--- src/rtl/mem_arbiter_pkg.sv ---
// Shared types and constants for the main-memory arbiter between the I-cache
// and D-cache miss/store paths.
package mem_arbiter_pkg;

  localparam int          BLOCK_WORDS = 8;
  localparam int          MEM_LAT     = 4;
  localparam logic [15:0] BLOCK_MASK  = 16'hFFF0;
  localparam logic [2:0]  LAST_WORD   = 3'(BLOCK_WORDS - 1);

  typedef enum logic [2:0] {
    ST_IDLE  = 3'd0,
    ST_ISSUE = 3'd1,
    ST_DRAIN = 3'd2,
    ST_DONE  = 3'd3,
    ST_WRITE = 3'd4
  } state_e;

  typedef enum logic {
    OWN_I = 1'b0,
    OWN_D = 1'b1
  } owner_e;

endpackage

--- src/rtl/mem_fill_counter.sv ---
// 3-bit word counter for block fills: clears, increments, and holds at the
// last word index so a stray extra pulse can never wrap it.
module mem_fill_counter
  import mem_arbiter_pkg::*;
(
  input  logic       clk,
  input  logic       rst_n,
  input  logic       clr,
  input  logic       inc,
  output logic [2:0] cnt,
  output logic       tc
);

  logic [2:0] cnt_d;
  logic [2:0] cnt_q;

  // Next count: clear wins over increment; saturate at the last word.
  always_comb begin
    cnt_d = cnt_q;
    if (clr) begin
      cnt_d = 3'd0;
    end else if (inc && (cnt_q != LAST_WORD)) begin
      cnt_d = cnt_q + 3'd1;
    end else begin
      cnt_d = cnt_q;
    end
  end

  // Count register.
  always_ff @(posedge clk or negedge rst_n) begin
    if (!rst_n) begin
      cnt_q <= 3'd0;
    end else begin
      cnt_q <= cnt_d;
    end
  end

  assign cnt = cnt_q;
  assign tc  = (cnt_q == LAST_WORD);

endmodule

--- src/rtl/mem_arbiter.sv ---
// Arbitrates the single-ported main memory between I-miss fills, D-miss fills
// and D-side write-through stores; sequences 8-word pipelined block fills.
module mem_arbiter
  import mem_arbiter_pkg::*;
#(
  parameter int ADDR_W = 16,
  parameter int DATA_W = 16
) (
  input  logic              clk,
  input  logic              rst_n,
  input  logic              i_miss,
  input  logic [ADDR_W-1:0] i_miss_addr,
  input  logic              d_miss,
  input  logic [ADDR_W-1:0] d_miss_addr,
  input  logic              d_wr_req,
  input  logic [ADDR_W-1:0] d_wr_addr,
  input  logic [DATA_W-1:0] d_wr_data,
  input  logic [DATA_W-1:0] mem_data_in,
  input  logic              mem_data_valid,
  output logic              mem_en,
  output logic              mem_wr,
  output logic [ADDR_W-1:0] mem_addr,
  output logic [DATA_W-1:0] mem_data_out,
  output logic [DATA_W-1:0] fill_data,
  output logic [2:0]        fill_word,
  output logic              i_fill_we,
  output logic              d_fill_we,
  output logic              i_fill_done,
  output logic              d_fill_done,
  output logic              d_wr_ack,
  output logic              busy
);

  state_e            state_d, state_q;
  owner_e            owner_d, owner_q;
  logic [ADDR_W-1:0] base_d, base_q;

  logic [2:0] issue_cnt_s;
  logic       issue_tc_s;
  logic [2:0] rcv_cnt_s;
  logic       rcv_tc_s;
  logic       fill_acc_s;

  // Returns only count while a fill is in flight; stale data elsewhere is dropped.
  assign fill_acc_s = ((state_q == ST_ISSUE) || (state_q == ST_DRAIN)) && mem_data_valid;

  mem_fill_counter u_issue_cnt (
    .clk   (clk),
    .rst_n (rst_n),
    .clr   (state_q == ST_IDLE),
    .inc   (state_q == ST_ISSUE),
    .cnt   (issue_cnt_s),
    .tc    (issue_tc_s)
  );

  mem_fill_counter u_rcv_cnt (
    .clk   (clk),
    .rst_n (rst_n),
    .clr   ((state_q == ST_IDLE) || (state_q == ST_DONE)),
    .inc   (fill_acc_s),
    .cnt   (rcv_cnt_s),
    .tc    (rcv_tc_s)
  );

  // State, owner and block base registers.
  always_ff @(posedge clk or negedge rst_n) begin
    if (!rst_n) begin
      state_q <= ST_IDLE;
      owner_q <= OWN_I;
      base_q  <= '0;
    end else begin
      state_q <= state_d;
      owner_q <= owner_d;
      base_q  <= base_d;
    end
  end

  // Next state; requests are only looked at in IDLE, store beats D-miss beats I-miss.
  always_comb begin
    state_d = state_q;
    owner_d = owner_q;
    base_d  = base_q;
    case (state_q)
      ST_IDLE: begin
        if (d_wr_req) begin
          state_d = ST_WRITE;
        end else if (d_miss) begin
          state_d = ST_ISSUE;
          owner_d = OWN_D;
          base_d  = d_miss_addr & ADDR_W'(BLOCK_MASK);
        end else if (i_miss) begin
          state_d = ST_ISSUE;
          owner_d = OWN_I;
          base_d  = i_miss_addr & ADDR_W'(BLOCK_MASK);
        end else begin
          state_d = ST_IDLE;
        end
      end
      ST_ISSUE: begin
        if (issue_tc_s) begin
          state_d = ST_DRAIN;
        end else begin
          state_d = ST_ISSUE;
        end
      end
      ST_DRAIN: begin
        if (mem_data_valid && rcv_tc_s) begin
          state_d = ST_DONE;
        end else begin
          state_d = ST_DRAIN;
        end
      end
      ST_DONE:  state_d = ST_IDLE;
      ST_WRITE: state_d = ST_IDLE;
      default:  state_d = ST_IDLE;
    endcase
  end

  // Outputs decoded from state; fill writes follow mem_data_valid in the same cycle.
  always_comb begin
    mem_en       = 1'b0;
    mem_wr       = 1'b0;
    mem_addr     = '0;
    mem_data_out = '0;
    fill_data    = '0;
    fill_word    = 3'd0;
    i_fill_we    = 1'b0;
    d_fill_we    = 1'b0;
    i_fill_done  = 1'b0;
    d_fill_done  = 1'b0;
    d_wr_ack     = 1'b0;
    busy         = (state_q != ST_IDLE);
    case (state_q)
      ST_ISSUE: begin
        mem_en   = 1'b1;
        mem_addr = base_q + ADDR_W'({issue_cnt_s, 1'b0});
      end
      ST_WRITE: begin
        mem_en       = 1'b1;
        mem_wr       = 1'b1;
        mem_addr     = d_wr_addr;
        mem_data_out = d_wr_data;
        d_wr_ack     = 1'b1;
      end
      ST_DONE: begin
        i_fill_done = (owner_q == OWN_I);
        d_fill_done = (owner_q == OWN_D);
      end
      default: begin
        mem_en = 1'b0;
      end
    endcase
    if (fill_acc_s) begin
      fill_data = mem_data_in;
      fill_word = rcv_cnt_s;
      i_fill_we = (owner_q == OWN_I);
      d_fill_we = (owner_q == OWN_D);
    end else begin
      fill_data = '0;
      fill_word = 3'd0;
    end
  end

endmodule
--- config.mk ---
export PLATFORM = sky130hd
export DESIGN_NAME = mem_arbiter
export DESIGN_NICKNAME = d
export VERILOG_FILES = /design/src/rtl/mem_arbiter_pkg.sv /design/src/rtl/mem_fill_counter.sv /design/src/rtl/mem_arbiter.sv
export SDC_FILE = /design/constraint.sdc
export NUM_CORES = 1
export LEC_CHECK = 0
export CORE_AREA = 2 2 55 57
export DETAILED_ROUTE_END_ITERATION = 10
export DIE_AREA = 0 0 57 59
export DONT_BUFFER_PORTS = 1
export GPL_TIMING_DRIVEN = 0
export PLACE_DENSITY_LB_ADDON = 0.1
export SKIP_LAST_GASP = 1
export SYNTH_ARGS = -nofsm -noshare
export SYNTH_HDL_FRONTEND = slang
export SYNTH_SLANG_ARGS = --single-unit
--- constraint.sdc ---
create_clock -name clk -period 2.3 [get_ports clk]
set_input_delay 0.23 -clock clk [delete_from_list [all_inputs] [get_ports clk]]
set_output_delay 0.23 -clock clk [all_outputs]
set_load 0.02 [all_outputs]
== Word-level counts from Yosys, hierarchy flattened ==
Cells that the tools add are included.
Storage, ports and cells
  register bits after elaboration: 26
  output and inout bits: 59
Operators by class
  add/sub/neg operators: 3
  eq/ne operators: 8
  muxes and demuxes: 24
  bitwise operators: 2
  reduce and logical (&&, ||, !) cells: 13
Operators with widths (number)
  2-to-1 mux 16 bit: 4
  one-hot mux 16 bit (2 select lines): 1
  2-to-1 mux 3 bit: 6
  adder 16 x 4 -> 16 bit: 1
  2-to-1 mux 1 bit: 11
  == test 3 bit, second input constant: 3
  one-hot mux 3 bit (3 select lines): 1
  adder 3 x 1 -> 3 bit, second input constant: 2
  == test 3 x 2 -> 1 bit, second input constant: 2
  inequality test 3 bit, second input constant: 2
  nonzero test 2 bit: 3
  logical AND 1 bit: 4
  == test 3 x 1 -> 1 bit, second input constant: 1
  logical NOT 3 bit: 1
  AND reduction 3 bit: 1
  nonzero test 3 bit: 1
  logical OR 1 bit: 2
  2-to-1 mux 2 bit: 1
  NOT 1 bit: 2
  OR reduction 2 bit: 1

== Longest topological paths before layout ==
Gate-level depths: netlist of run 1.
  depth in word-level cells: 6
  depth in mapped cells: 5

== Modules after synthesis ==
Synthesis of run 1 repeated with hierarchy kept, for this count alone.
Unflattened totals
  cell total of the unflattened synthesis: 157
  area, all modules: 1674.1 µm²
Modules (own cells, without submodules)
  mem_arbiter: instances 1, cells an instance 127, area an instance 1306.3 µm²
  mem_fill_counter: instances 2, cells an instance 15, area an instance 183.9 µm²

== Least setup slack after synthesis of run 1 ==
OpenSTA, ideal clock, no wires.
  path kind: register to output
  start: reg state_q[1]
  end: out mem_data_out[10]
  data arrival time: 1.546 ns
  slack: 0.524 ns
  cell stages (with the launch flop): 4
  cells stage by stage: dfrtp_1 > nor3b_1 > clkbuf_1 > and2_1
On the way
  cells in the longest elaborated chain, start to end: 2
Ends and longest elaborated chain
  start: declaration: RTL line mem_arbiter.sv:34  | state_e state_d, state_q;
  start signal: assignment: RTL line mem_arbiter.sv:72  | state_q <= state_d;
  == test 3 bit: RTL line mem_arbiter.sv:133  | case (state_q)
  2-to-1 mux 16 bit: RTL line mem_arbiter.sv:133
  end: declaration: RTL line mem_arbiter.sv:23  | output logic [DATA_W-1:0] mem_data_out,
Every way passes these cells.

== Worst setup path in the final report of run 1 ==
  start: reg state_q[0]
  end: out fill_data[12]
On the way
  cells in the longest elaborated chain, start to end: 4
Ends and longest elaborated chain
  == test 3 x 1 -> 1 bit / == test 3 x 2 -> 1 bit (equally long branches): RTL line mem_arbiter.sv:45  | assign fill_acc_s = ((state_q == ST_ISSUE) || (state_q == ST_DRAIN)) && mem_data_valid;
  logical OR 1 bit *: RTL line mem_arbiter.sv:45
  logical AND 1 bit *: RTL line mem_arbiter.sv:45
  2-to-1 mux 16 bit *: RTL line mem_arbiter.sv:153  | if (fill_acc_s) begin
  end: declaration: RTL line mem_arbiter.sv:24  | output logic [DATA_W-1:0] fill_data,
Every way passes the cells marked *; elsewhere a longest branch is shown, timed or not.

==> flow_summary.json, run 1 <==
{
  "status": "finished, final reports clean",
  "fin_skew_ps": 9.49,
  "gr-max-usage-layer": "met2",
  "pin_count": 145,
  "cp-start-kind": "register",
  "reg2regPathDepth": 4,
  "worst-slew-pin-transition_ps": 1000,
  "power_density_mw_per_mm2": 1230,
  "vias_per_cell": 6.16,
  "gr-usage-met3_pct": 2.40,
  "ys_ff_latch": 22,
  "r2r_slack_ps": 430,
  "worst-path-max-fanout": 10,
  "setup_tns_ps": 0,
  "vdd_drop_max_v": 0.000729,
  "setup_ws_ps": 197,
  "postSynthAreaPerCell_sq_um": 9.92,
  "nets": 257,
  "synth_area_sq_mm": 0.00160,
  "multiInputGateArea_sq_um": 983,
  "globalplace.congestion": 0.807,
  "drive_above_1_share_pct": 27.1,
  "worstSetupStartpoint": "state_q[0]$_DFF_PN0_",
  "grt_pass1_vias": 1102,
  "numCtsBuffers": 3,
  "antenna_found_initial": 0,
  "route.detailed.drc": 0,
  "holdCritStartpoint": "d_wr_req",
  "htree_levels": 1,
  "firstDrtPassIters": 4,
  "core_sq_mm": 0.00271,
  "die_w_um": 57,
  "fmax_mhz": 476,
  "grt_use_met2_pct": 35.3,
  "crit_required_ps": 2070,
  "cts_tree": "built",
  "syn-instance-count": 161,
  "finalMaxSlewViolations": 0,
  "p_leak_nw": 0.760,
  "crit_end": "fill_data[12]",
  "placement_rows": 19,
  "whs_path_depth": 2,
  "gr-total-overflow": 0,
  "drt_iter0_markers": 30,
  "synth_warnings": 0,
  "routedWlPerCell_um": 18.7,
  "synth_nets": 251,
  "fillers": 230,
  "clkTransAtPathRegs_ps": 130,
  "timing.rr.start": "state_q[1]$_DFF_PN0_",
  "cts.sinks": 22,
  "whs_ps": 29.9,
  "grt_util_met1_pct": 25.3,
  "maxCapViolCount": 0,
  "area_growth_pct": 6.42,
  "slew_headroom_pct": 33.1,
  "cts_root_buf": "clkbuf_4",
  "arrival_ps": 1870,
  "reg2reg_to": "base_q[8]$_DFFE_PN0P_",
  "postCtsSetupRepairBufs": 0,
  "grt_pass1_wl_um": 5130,
  "ys_types": 28,
  "endpoint_kind": "primary output",
  "vias": 1213,
  "hpwl_um": 2970,
  "wl_um": 3680,
  "setup_viol_count_final": 0,
  "start_util_pct": 59.0,
  "register_area_sq_um": 551,
  "track_usage_pct": 19.6,
  "period_share_pct": 91.4,
  "clk_latency_ps": 300,
  "die_h_um": 59,
  "hold_path_class": "input pin to register",
  "hold_violations": 0,
  "grt_max_degree": 23,
  "dieArea_sq_mm": 0.00336,
  "clockBufferDepth": 2,
  "rsz0062_at_grt": "false",
  "postRouteAntennaNets": 0,
  "worstSetupPathType": "register to primary output",
  "period_needed_ps": 2100,
  "synth-seq-area-share_pct": 34.5,
  "dp_slack_ps": 175,
  "antenna_cells": 0,
  "portBuffers": 0
}
## power by group
group	internal (mW)	leakage, nW	switching (mW)	total [mW]
clock	0.0965	0.0210	0.115	0.211
combinational	0.456	0.467	0.752	1.21
sequential	0.554	0.272	0.115	0.670
## state kept, by name, summed over array words and instances (netlist names)
register and cells:
base_q 12, owner_q 1, state_q 3, u_issue_cnt.cnt 3
u_rcv_cnt.cnt 3
## worst min-delay path by stage
| stage | slack [ps] | endpoint |
|---|---|---|
| 6_report | 30 | state_q[2]$_DFF_PN0_ |
| 3_3_place_gp | -70 | u_rcv_cnt.cnt[0]$_DFFE_PN0P_ |
| 3_5_place_dp | -70 | u_rcv_cnt.cnt[1]$_DFFE_PN0P_ |
| 2_1_floorplan | -70 | base_q[10]$_DFFE_PN0P_ |
| 4_1_cts | 30 | state_q[2]$_DFF_PN0_ |
| 5_1_grt | 40 | state_q[2]$_DFF_PN0_ |
## per-stage QoR
stage	utilization, %	area (sq um)	cells	power (mW)
after global placement	60.4	1640	192	1.83
final	62.7	1700	197	2.09
after detailed placement	60.4	1640	192	1.87
after CTS	62.5	1690	197	2.09
after floorplan	-	1600	161	1.70
after global routing	62.7	1700	197	2.23
## synthesized netlist by cell type (all sizes together)
master  number  area [sq um]
and2        37           231
mux2        26           293
dfrtp       22           551
a22o        16           140
nand3        8          40.0
clkbuf       7          26.3
buf          6          43.8
ha           4          50.1
nor2b        4          25.0
o21ai        4          20.0
nand2        3          11.3
nand2b       3          18.8
nor2         3          11.3
nor3         3          26.3
a21oi        2          10.0
nand3b       2          15.0
nor3b        2          15.0
o21bai       2          15.0
and3         1          6.26
inv          1          3.75
nor4bb       1          10.0
o22a         1          8.76
or2          1          6.26
or3          1          11.3
xnor2        1          8.76
## cells in the final DEF (no fill, tap or decap), types with 2 or more instances in the layout
cell      instances
nor2_1            3
nand2b_1          3
mux2_2           26
dfrtp_1          22
a21oi_1           2
nor2b_1           4
clkbuf_4          4
o21bai_1          2
nand3_1           8
nand2_1           3
clkbuf_1          3
o21ai_0           4
clkbuf_2          4
nand3b_1          2
ha_1              4
nor3_1            2
nor3b_2           2
and2_1           37
buf_4             3
a22o_1           16
## routing by layer
metal / vias to the layer above / share of wire [%] / wire [um]
met2: 71 / 54 / 1980
met5: - / 0 / 0
met1: 565 / 38 / 1410
met3: 2 / 7.4 / 272
met4: 0 / 0.57 / 21
li1: 575 / - / -
## kinds of logic after synthesis
group                    count (synthesis)  share of synthesized area (%)
AND/OR/NAND/NOR                         69                           26.8
adder cells (fa/ha/maj)                  4                           3.13
XOR/XNOR                                 1                          0.548
AO/OA/AOI/OAI                           25                           12.1
multiplexers                            26                           18.3
flip-flops                              22                           34.5
buffers and inverters                   14                           4.62
## critical path, stage by stage (launching register included)
cell and delay [ps]:
dfrtp_1 430, buf_4 180, xnor2_1 180, nor3b_2 270
clkbuf_2 220, and2_1 280
## repair_timing
action                                 CTS  global route
endpoints found under the hold margin   22             0
hold buffers                             1             0
gates resized for setup                  2             7
setup endpoints to repair               37            30
## cell type report
class / instances / area share (%)
Buffer: 13 / 4.56
Clock buffer: 4 / 2.13
Multi-Input combinational cell: 125 / 57.8
Inverter: 1 / 0.221
Tap cell: 31 / 2.28
Sequential cell: 22 / 32.4
Timing Repair Buffer: 1 / 0.589
(Power assumes the default switching activity.)
==> inputs of run 2 (changes only) <==
- CAP_MARGIN: unset -> 20
==> run 2 against run 1 <==
Effect of this change: cell area increased by 1.6%; hold slack better by 2.3 ps; worst setup slack worse by 1.5 ps; critical path depth unchanged; count of clock-buffer cells in the layout unchanged; clock power about the same; sequential cell count is the same; utilization grew 1.0 points; combinational power hardly changed; fmax is essentially flat; wire length is the same; critical endpoint unchanged.
==> flow_summary.json, run 2 (synthesis gave the netlist of run 1 again) <==
{
  "status": "finished, final reports clean",
  "hold_path_end": "state_q[2]$_DFF_PN0_",
  "multiInputGateArea_sq_um": 983,
  "period_share_pct": 91.5,
  "firstDrtPassIters": 4,
  "placement_rows": 19,
  "crit_required_ps": 2070,
  "arrival_ps": 1870,
  "slew_headroom_pct": 64.3,
  "nets": 258,
  "track_usage_pct": 19.6,
  "htree_levels": 1,
  "setup_tns_ps": 0,
  "postCtsSetupRepairBufs": 0,
  "mostFrequentLayoutCell": "and2_1",
  "grt_pass1_vias": 1102,
  "start_util_pct": 59.0,
  "vias": 1221,
  "antenna_cells": 0,
  "routedWlPerCell_um": 18.6,
  "drive_above_1_share_pct": 27.5,
  "globalplace.congestion": 0.807,
  "endpoint_kind": "primary output",
  "vias_per_cell": 6.17,
  "worstSetupPathType": "register to primary output",
  "portBuffers": 0,
  "cp-start-kind": "register",
  "worst-path-max-fanout": 10,
  "die_w_um": 57,
  "largest_reg_flops": 12,
  "finalMaxSlewViolations": 0,
  "regMostFlops": "base_q",
  "reg2reg_to": "base_q[8]$_DFFE_PN0P_",
  "route.detailed.drc": 0,
  "final_cells": 198,
  "r2r_slack_ps": 430,
  "power_density_mw_per_mm2": 1210,
  "layout_common_cells": "and2_1 (37), mux2_2 (26), dfrtp_1 (22)",
  "vdd_drop_max_v": 0.000709,
  "cts.sinks": 22,
  "timing.rr.start": "state_q[1]$_DFF_PN0_",
  "hold_path_class": "input pin to register",
  "area_growth_pct": 8.14,
  "grt_max_degree": 23,
  "setup_viol_count_final": 0,
  "pin_count": 145,
  "die_h_um": 59,
  "numCtsBuffers": 3,
  "dp.cells": 192,
  "drt_iter0_markers": 28,
  "cts_root_buf": "clkbuf_4",
  "register_area_sq_um": 551,
  "hpwl_um": 2970,
  "whs_path_depth": 2,
  "fmax_mhz": 475,
  "clk_latency_ps": 300,
  "antenna_found_initial": 0,
  "dieArea_sq_mm": 0.00336,
  "maxCapViolCount": 0,
  "clkTransAtPathRegs_ps": 120,
  "postRouteAntennaNets": 0,
  "grt_pass1_wl_um": 5130,
  "gr-total-overflow": 0,
  "fillers": 228,
  "rsz0062_at_grt": "false",
  "p_leak_nw": 0.773,
  "hold_violations": 0,
  "cts_tree": "built",
  "clockBufferDepth": 2,
  "worst-slew-pin-transition_ps": 535,
  "reg2regPathDepth": 4,
  "period_needed_ps": 2100,
  "holdCritStartpoint": "d_wr_req",
  "core_sq_mm": 0.00271,
  "fin_skew_ps": 7.30,
  "wl_um": 3680
}
==> run 2: how the worst max path moves through the flow <==
stage	slack (ps)	start	end
after floorplan	520	state_q[1]$_DFF_PN0_	mem_data_out[10]
after global placement	220	state_q[2]$_DFF_PN0_	mem_data_out[10]
after detailed placement	180	state_q[2]$_DFF_PN0_	mem_data_out[12]
after CTS	80	state_q[2]$_DFF_PN0_	mem_data_out[12]
after global routing	70	state_q[0]$_DFF_PN0_	fill_data[12]
final	200	state_q[0]$_DFF_PN0_	fill_data[12]
==> run 2: where the power goes <==
group          internal [mW]  switching (mW)  total, mW
Sequential             0.555           0.116      0.670
Clock                 0.0965           0.113      0.210
Combinational          0.461           0.753       1.21
Total                   1.11           0.982       2.09
==> run 2: per-layer routing <==
| metal | vias to the layer above | wire length, um | global-route usage [%] |
|---|---|---|---|
| met5 | - | 0 | 0 |
| met4 | 0 | 21 | 4.98 |
| met3 | 2 | 270 | 2.40 |
| met2 | 76 | 1980 | 35.3 |
| met1 | 563 | 1410 | 25.3 |
| li1 | 580 | - | - |
==> run 2: per-stage QoR <==
step | utilization [%] | power (mW) | worst slack (ps) | hold WS, ps | cell area [sq um]
2_1_floorplan | - | 1.70 | 524 | -65.6 | 1600
3_5_place_dp | 60.4 | 1.87 | 175 | -65.3 | 1640
4_1_cts | 62.5 | 2.09 | 78.3 | 29.0 | 1690
3_3_place_gp | 60.4 | 1.83 | 221 | -65.2 | 1640
6_report | 63.8 | 2.09 | 196 | 32.2 | 1730
5_1_grt | 63.8 | 2.24 | 66.3 | 39.8 | 1730
==> run 2: final cells by class <==
type / count / share of cell area (%)
multi-input combinational: 125 / 56.9
timing repair buffer: 2 / 2.17
inverter: 1 / 0.217
buffer: 13 / 4.49
sequential: 22 / 31.9
clock buffer: 4 / 2.10
tap: 31 / 2.24
==> run 2: worst max-delay path: stages (launching register included) <==
cell      delay, ps
dfrtp_1         430
buf_4           180
xnor2_1         180
nor3b_2         270
clkbuf_2        220
and2_1          280
==> run 2: repair_timing <==
item / CTS / global route
setup endpoints to repair: 37 / 30
gates resized for setup: 2 / 7
hold endpoints to repair: 22 / 0
hold buffers: 1 / 0
==> inputs of run 3 (changes only) <==
- CORE_AREA: 2 2 55 57 -> 2 2 57 59
- DIE_AREA: 0 0 57 59 -> 0 0 59 61
- SYNTH_HIERARCHICAL: unset -> 1
==> run 3 against run 2 <==
Effect of this change: sequential share of layout area fell by 1.0 points; fmax fell by 2.7%; wire length rose by 4.6%; utilization fell by 3.2 points; sequential power barely moved; cell area rose by 3.4%; largest cell class unchanged; largest power group unchanged.
==> flow_summary.json, run 3 <==
{
  "vias": 1215,
  "sequentialPowerShare_pct": 30.9,
  "firstDrtPassIters": 4,
  "synth_common_cells": "and2_1 (38), dfrtp_1 (22), mux2_2 (16)",
  "track_usage_pct": 20.7,
  "cts_root_buf": "clkbuf_4",
  "crit_slowest_cell": "dfrtp_1",
  "gr-total-overflow": 0,
  "largest_reg_flops": 12,
  "period_share_pct": 94.0,
  "antenna_cells": 0,
  "netlist_top_cells_area": "dfrtp_1 (33%), and2_1 (14%), mux2_2 (11%)",
  "nets": 253,
  "layout_common_cells": "and2_1 (38), dfrtp_1 (22), mux2_2 (16)",
  "die_w_um": 59,
  "worstPathCellList": "nor2b_1, and2b_2, buf_2, a22o_1",
  "portBuffers": 0,
  "mostFrequentLayoutCell": "and2_1",
  "worst-slew-pin-transition_ps": 555,
  "status": "finished, final reports clean",
  "routedWlPerCell_um": 19.7,
  "synth-async-reset-ratio_pct": 100,
  "clockBufferDepth": 2,
  "synthXorXnorAreaFrac_pct": 0.523,
  "fin_skew_ps": 10.6,
  "utilization_pct": 60.5,
  "ys_types": 32,
  "yosys.area_share.simple_pct": 28.2,
  "dominantRegCellSynth": "dfrtp_1",
  "maxCapViolCount": 0,
  "start_util_pct": 56.7,
  "multiInputGateArea_sq_mm": 0.00106,
  "grt_max_degree": 23,
  "vdd_drop_max_v": 0.000599,
  "numCtsBuffers": 3,
  "period_needed_ps": 2160,
  "grt_pass1_vias": 1208,
  "setup_viol_count_final": 0,
  "slowest_delay_ps": 510,
  "worst-path-max-fanout": 12,
  "synth_top_family_by_area": "simple AND/OR/NAND/NOR gates",
  "worstSetupPathType": "register to primary output",
  "fillers": 251,
  "postSynthAreaPerCell_sq_um": 10.7,
  "pin_count": 145,
  "cts_tree": "built",
  "globalplace.congestion": 0.730,
  "cp-start-kind": "register",
  "finalMaxSlewViolations": 0,
  "cts.sinks": 22,
  "placement_rows": 20,
  "core_sq_mm": 0.00295,
  "ys_ff_latch": 22,
  "clk_latency_ps": 300,
  "area_growth_pct": 6.73,
  "hold_path_class": "input pin to register",
  "dp.cells": 190,
  "fmax_mhz": 462,
  "internal-power_mw": 1.18,
  "crit_required_ps": 2070,
  "power_density_mw_per_mm2": 1220,
  "synth.area.mux_share_pct": 20.6,
  "p_sw_share_pct": 45.4,
  "yosysMostFrequentCell": "and2_1",
  "synth_nets": 247,
  "p_leak_nw": 0.799,
  "synth_area_sq_mm": 0.00167,
  "drt_iter0_markers": 27,
  "synth_compound_area_share_pct": 10.3,
  "p_switching_mw": 0.987,
  "synth_warnings": 6,
  "yosys.area.top_type": "dfrtp_1",
  "register_area_sq_um": 551,
  "postCtsSetupRepairBufs": 0,
  "synthAdderAreaFrac_pct": 2.99,
  "clkTransAtPathRegs_ps": 120,
  "clockPowerShare_pct": 9.8,
  "synth-seq-area-share_pct": 32.9,
  "postRouteAntennaNets": 0,
  "pwr-share-comb_pct": 59.3,
  "grt_pass1_wl_um": 5550,
  "drive_above_1_share_pct": 27.8,
  "endpoint_kind": "primary output",
  "route.detailed.drc": 0,
  "hold_violations": 0,
  "arrival_ps": 1930,
  "syn-instance-count": 157,
  "vias_per_cell": 6.23,
  "die_h_um": 61,
  "slew_headroom_pct": 63.0,
  "wl_um": 3850,
  "regMostFlops": "base_q",
  "final_cells": 195,
  "hpwl_um": 3040,
  "synth-edff-count": 0,
  "dieArea_sq_mm": 0.00360,
  "synth.top_cell.area_share_pct": 32.9,
  "htree_levels": 1,
  "antenna_found_initial": 0
}
## run 3: changes by cell type in the layout (fill, tap and decap cells not counted), moves of 4 or more
cell,delta
mux2_4,+11
mux2_2,-10
nand3_1,-8
nand4bb_1,+4
o21ai_0,-4
o21ai_1,+4
## run 3: through the flow
| stage | hold WS [ps] | power (mW) | setup slack (ps) | cell area (sq um) | TNS (ps) |
|---|---|---|---|---|---|
| floorplan | -65.6 | 1.78 | 440 | 1670 | 0 |
| global placement | -65.1 | 1.92 | 2.04 | 1720 | 0 |
| detailed placement | -65.3 | 1.96 | -74.1 | 1720 | -573 |
| CTS | 47.1 | 2.18 | 57.4 | 1760 | 0 |
| global route | 44.3 | 2.32 | -17.9 | 1790 | -137 |
| finish | 61.8 | 2.17 | 137 | 1790 | 0 |
## run 3: layout make-up
type | instances | area share, %
sequential | 22 | 30.8
inverter | 1 | 0.210
timing repair buffer | 2 | 1.40
tap | 33 | 2.31
multi-input combinational | 123 | 59.4
buffer | 10 | 3.85
clock buffer | 4 | 2.03
## run 3: logic make-up after synthesis
kind of cell	count (synthesis)
adders and majority gates	4
AOI/OAI and AO/OA	22
DFF	22
muxes	27
xor gates and xnor gates	1
and+or+nand+nor	69
buffers and inverters	12
## run 3: critical path: cells and delay by family, from the launching register on
kind,cells,cell delay (ps)
buffers and inverters,1,280
flip-flops,1,510
AO/OA/AOI/OAI,1,310
AND/OR/NAND/NOR,2,530
## run 3: per-layer routing
metal | part of all wire [%] | vias to the layer above | GRT usage, %
met5 | 0 | - | 0
met4 | 0.49 | 0 | 6.49
met3 | 9.2 | 2 | 4.90
met2 | 54 | 70 | 38.4
met1 | 37 | 584 | 23.6
li1 | - | 559 | -
## run 3: final timing paths
kind	slack, ps	start	endpoint	depth (start not counted)
max in group asynchronous	1770	rst_n	base_q[8]$_DFFE_PN0P_	2
max	140	state_q[0]$_DFF_PN0_	mem_addr[12]	4
min reg2reg	530	base_q[4]$_DFFE_PN0P_	base_q[4]$_DFFE_PN0P_	1
max reg2reg	360	state_q[0]$_DFF_PN0_	u_issue_cnt/cnt[0]$_DFFE_PN0P_	5
min in group asynchronous	150	rst_n	base_q[14]$_DFFE_PN0P_	1
min	60	d_wr_req	state_q[2]$_DFF_PN0_	1
## run 3: power by group through the flow
stage | registers, mW | logic [mW] | clock network [mW]
5_1_grt | 0.691 | 1.40 | 0.231
6_report | 0.671 | 1.29 | 0.212
3_5_place_dp | 0.669 | 1.29 | 0
3_3_place_gp | 0.659 | 1.26 | 0
4_1_cts | 0.666 | 1.30 | 0.216
2_1_floorplan | 0.635 | 1.14 | 0
## run 3: what timing repair did
action | 4_1_cts | 5_1_grt
hold buffers | 1 | 0
setup endpoints to repair | 31 | 10
resized for setup | 2 | 2
endpoints found under the hold margin | 22 | 0
